[config.mk]
export PLATFORM = sky130hd
export DESIGN_NAME = instr_fetch
export DESIGN_NICKNAME = d
export VERILOG_FILES = /design/src/rtl/instr_fetch.sv
export SDC_FILE = /design/constraint.sdc
export NUM_CORES = 1
export LEC_CHECK = 0
export CAP_MARGIN = 20
export CORE_MARGIN = 5
export CORE_UTILIZATION = 41
export DETAILED_ROUTE_END_ITERATION = 6
export PLACE_DENSITY = 0.77
export SYNTH_ARGS = -nofsm -noshare
export SYNTH_HDL_FRONTEND = slang
export SYNTH_SLANG_ARGS = --single-unit
[constraint.sdc]
create_clock -name clk -period 1.7 [get_ports clk]
set_input_delay 0.34 -clock clk [delete_from_list [all_inputs] [get_ports clk]]
set_output_delay 0.34 -clock clk [all_outputs]
set_load 0.02 [all_outputs]
[src/rtl/instr_fetch.sv]
// Titan-4 instruction fetch: owns the PC, fetches one instruction per memory
// req/ack transaction and holds it for decode until it is consumed.
module instr_fetch #(
  parameter int PC_W   = 8,
  parameter int OP_W   = 4,
  parameter int DATA_W = 4
) (
  input  logic                   clk,
  input  logic                   rst,
  output logic                   mem_req,
  output logic [PC_W-1:0]        mem_addr,
  input  logic                   mem_ack,
  input  logic [OP_W+DATA_W-1:0] mem_rdata,
  output logic                   ir_valid,
  input  logic                   ir_ready,
  output logic [OP_W-1:0]        opcode,
  output logic [DATA_W-1:0]      operand,
  output logic [PC_W-1:0]        pc_out,
  input  logic                   jmp_valid,
  input  logic [PC_W-1:0]        jmp_addr,
  input  logic                   halt
);

  // Handshakes: a memory transfer happens on an edge where mem_req && mem_ack;
  // an instruction is consumed on an edge where ir_valid && ir_ready. Both
  // mem_req and ir_valid come straight from the state register.
  typedef enum logic [1:0] {
    IDLE   = 2'd0,
    FETCH  = 2'd1,
    HOLD   = 2'd2,
    HALTED = 2'd3
  } state_t;

  state_t                state_q, state_d;
  logic [PC_W-1:0]       pc_q, pc_d;
  logic [OP_W-1:0]       opcode_q, opcode_d;
  logic [DATA_W-1:0]     operand_q, operand_d;
  logic [PC_W-1:0]       pc_out_q, pc_out_d;

  logic fetch_done;
  logic consume;

  assign fetch_done = (state_q == FETCH) && mem_ack;
  assign consume    = (state_q == HOLD) && ir_ready;

  // State register
  always_ff @(posedge clk or negedge rst) begin
    if (!rst) begin
      state_q <= IDLE;
    end else begin
      state_q <= state_d;
    end
  end

  // Next-state logic
  always_comb begin
    state_d = state_q;
    case (state_q)
      IDLE:    state_d = FETCH;
      FETCH:   if (mem_ack) state_d = HOLD;
      HOLD:    if (ir_ready) state_d = halt ? HALTED : FETCH;
      HALTED:  state_d = HALTED;
      default: state_d = IDLE;
    endcase
  end

  // Output decode
  always_comb begin
    mem_req  = 1'b0;
    ir_valid = 1'b0;
    case (state_q)
      FETCH:   mem_req  = 1'b1;
      HOLD:    ir_valid = 1'b1;
      default: ;
    endcase
  end

  // Datapath: halt takes priority over a jump, leaving the PC untouched.
  always_comb begin
    pc_d      = pc_q;
    opcode_d  = opcode_q;
    operand_d = operand_q;
    pc_out_d  = pc_out_q;
    if (fetch_done) begin
      opcode_d  = mem_rdata[OP_W+DATA_W-1:DATA_W];
      operand_d = mem_rdata[DATA_W-1:0];
      pc_out_d  = pc_q;
      pc_d      = pc_q + {{(PC_W-1){1'b0}}, 1'b1};
    end else if (consume && !halt && jmp_valid) begin
      pc_d = jmp_addr;
    end
  end

  always_ff @(posedge clk or negedge rst) begin
    if (!rst) begin
      pc_q      <= '0;
      opcode_q  <= '0;
      operand_q <= '0;
      pc_out_q  <= '0;
    end else begin
      pc_q      <= pc_d;
      opcode_q  <= opcode_d;
      operand_q <= operand_d;
      pc_out_q  <= pc_out_d;
    end
  end

  assign mem_addr = pc_q;
  assign opcode   = opcode_q;
  assign operand  = operand_q;
  assign pc_out   = pc_out_q;

endmodule

==> metrics.yaml <==
dpl-instance-area_um2: 1710
fillers: 240
n_antenna_cell: 0
viasPerCell: 5.22
crit_path_top_delay_cell: "clkdlybuf4s50_1"
routabilityCongestion: 0.817
cpPeakStageDelay_ns: 0.61
cts_hold_buf: 0
async_reset_ff_share_pct: 100
synth_cells: 128
critical-path-top-delay-family: "buffers and inverters"
synth_nets: 151
h-tree-depth: 1
cp.arrival_ns: 1.32
core-area_um2: 2710
wirelength_mm: 2.99
antenna_found_initial: 0
yosysWarnings: 0
use_met3_pct: 5.76
worstHoldPathType: "primary input to asynchronous set/reset pin"
setup.worst_path.start_class: "flop"
final.setup.tns_ns: 0
die_h_um: 62.8
synth_seq_cells: 26
fmax_ghz: 0.603
syn_to_final_growth_pct: 54.4
hold_viol: 0
setup_viol: 0
instances_no_fill: 215
worst_pin_slew_ns: 0.339
layout_commonest_cell: "nand2_1"
row_count: 19
layout_common_cells: "nand2_1 (51), clkdlybuf4s50_1 (26), dfrtp_1 (26)"
synth_cell_types: 27
leakage_nw: 1.09
grt_pass1_vias: 1219
ir_worst_vdd_v: 0.000449
clk_latency_ns: 0.32
synth_area_um2: 1140
dpl.hpwl_mm: 2.33
utilization_pct: 65.1
initial_utilization_pct: 42.2
portBuffers: 47
synth_edf_count: 0
dp.cells: 211
cts_setup_buffers: 0
finalCritPeriodShare_pct: 97.5
cts_buffer_depth: 2
postSynthAreaPerCell_um2: 8.93
powerDensity_nw_per_um2: 668
crit_buf_inv: 1
yosysSeqAreaShare_pct: 56.9
end_kind: "primary output"
crit_fanout: 2
slew_headroom_pct: 77.4
ios: 48
pre_cts_ws_ns: -0.0689
grt_pass1_wl_mm: 5.34
fin_worst_skew_ns: 0.00505
critPathKind: "flop to primary output"
route.detailed.drc: 0
tritoncts: "yes"
synth_area_leaders: "dfrtp_1 (57%), nand2_1 (17%), nor2_1 (2.6%), a21oi_1 (2.2%), nand3_1 (2.2%)"
synth_top_flop_cell: "dfrtp_1"
grt_start_max_net_pins: 27
track_usage_pct: 16.6
yosysTopAreaCell: "dfrtp_1"
setup_ws_ns: 0.0418
overflow: 0
nets: 208
die_w_um: 62.8
holdWs_ns: 0.376
vias: 1123
period_minus_slack_ns: 1.66
gr-usage-met1_pct: 18.7
firstDrtPassIters: 4
required_ns: 1.36
drive_gt1_share_pct: 9.24
power.total_mw: 1.18
drv_cap: 0
slew_violations: 0
clkSinkCount: 26
postRouteAntennaNets: 0
drtIter0Drc: 32
crit_path_cell_trace: "clkdlybuf4s50_1"
rsz0062_at_grt: "no"
synth_top_area_share_pct: 56.9
cts_inserted_buffers: 3
stdcell_area_um2: 1770
cts_root_buf: "clkbuf_4"
met2_usage_pct: 27.7
cts.clk_slew.worst_paths_ns: 0.14
die_area_um2: 3950
outcome: "finished, final reports clean"
wl_per_cell_um: 13.9
top_usage_layer: "met2"
-- kinds of logic (layout without fill, tap and decap cells) --
group,after synthesis,in the layout,share of synthesized area [%]
simple gates,76,76,28.7
flops,26,26,56.9
compound gates,17,17,10.1
buf+inv,8,64,3.28
fa+ha+maj,1,1,1.09
-- what timing repair did --
| item | CTS | global route |
|---|---|---|
| pin swaps | 0 | 0 |
| resized for setup | 8 | 14 |
| endpoints found under the setup margin | 8 | 14 |
| endpoints found under the hold margin | 0 | 0 |
-- registers in the layout, indices dropped and copies added (netlist names) --
name      flops
opcode        4
state_q       2
operand       4
mem_addr      8
pc_out        8
-- cell usage after synthesis (2+ instances only) --
master	number
a21oi_1	5
a311oi_1	2
buf_2	3
clkbuf_1	2
dfrtp_1	26
inv_1	2
nand2_1	51
nand3_1	5
nor2_1	8
nor2b_1	2
nor3_1	4
o21ai_0	3
-- per-layer routing --
layer | up-vias | wire, um
li1 | 540 | -
met1 | 516 | 1290
met2 | 57 | 1360
met3 | 10 | 275
met4 | 0 | 68
met5 | - | 0
-- worst reg2reg max path: stages, from the launching register on --
cell and delay [ns]:
dfrtp_1 0.45, nand3b_1 0.31, nor2_1 0.22, nor2_1 0.06, a221o_1 0.29
-- power by group --
part | switching, mW | leakage (nW) | total [mW] | internal, mW
Clock | 0.179 | 0.0210 | 0.310 | 0.131
Combinational | 0.0908 | 0.725 | 0.192 | 0.102
Sequential | 0.0283 | 0.346 | 0.676 | 0.648
Total | 0.299 | 1.09 | 1.18 | 0.880
-- path summary, 6_finish.rpt --
kind | from | end | slack (ns) | depth (start not counted)
worst max-delay path | mem_addr[4] | mem_addr[4] | 0.04 | 1
worst min-delay path | rst | mem_addr[0] | 0.38 | 2
worst max register to register | state_q[1] | mem_addr[3] | 0.27 | 4
worst min register to register | pc_out[1] | pc_out[1] | 0.48 | 2
max in group asynchronous | rst | opcode[2] | 1.07 | 2
min in group clk | pc_out[1] | pc_out[1] | 0.48 | 2
-- area by class of cell --
| class | count | area (um^2) | share of cell area, % |
|---|---|---|---|
| clock buffer | 4 | 36.3 | 2.06 |
| inverter | 2 | 7.51 | 0.425 |
| multi-input combinational | 94 | 455 | 25.8 |
| sequential | 26 | 651 | 36.9 |
| tap | 31 | 38.8 | 2.20 |
| timing repair buffer | 58 | 577 | 32.7 |
No activity file was read; power rests on OpenSTA's default activity.
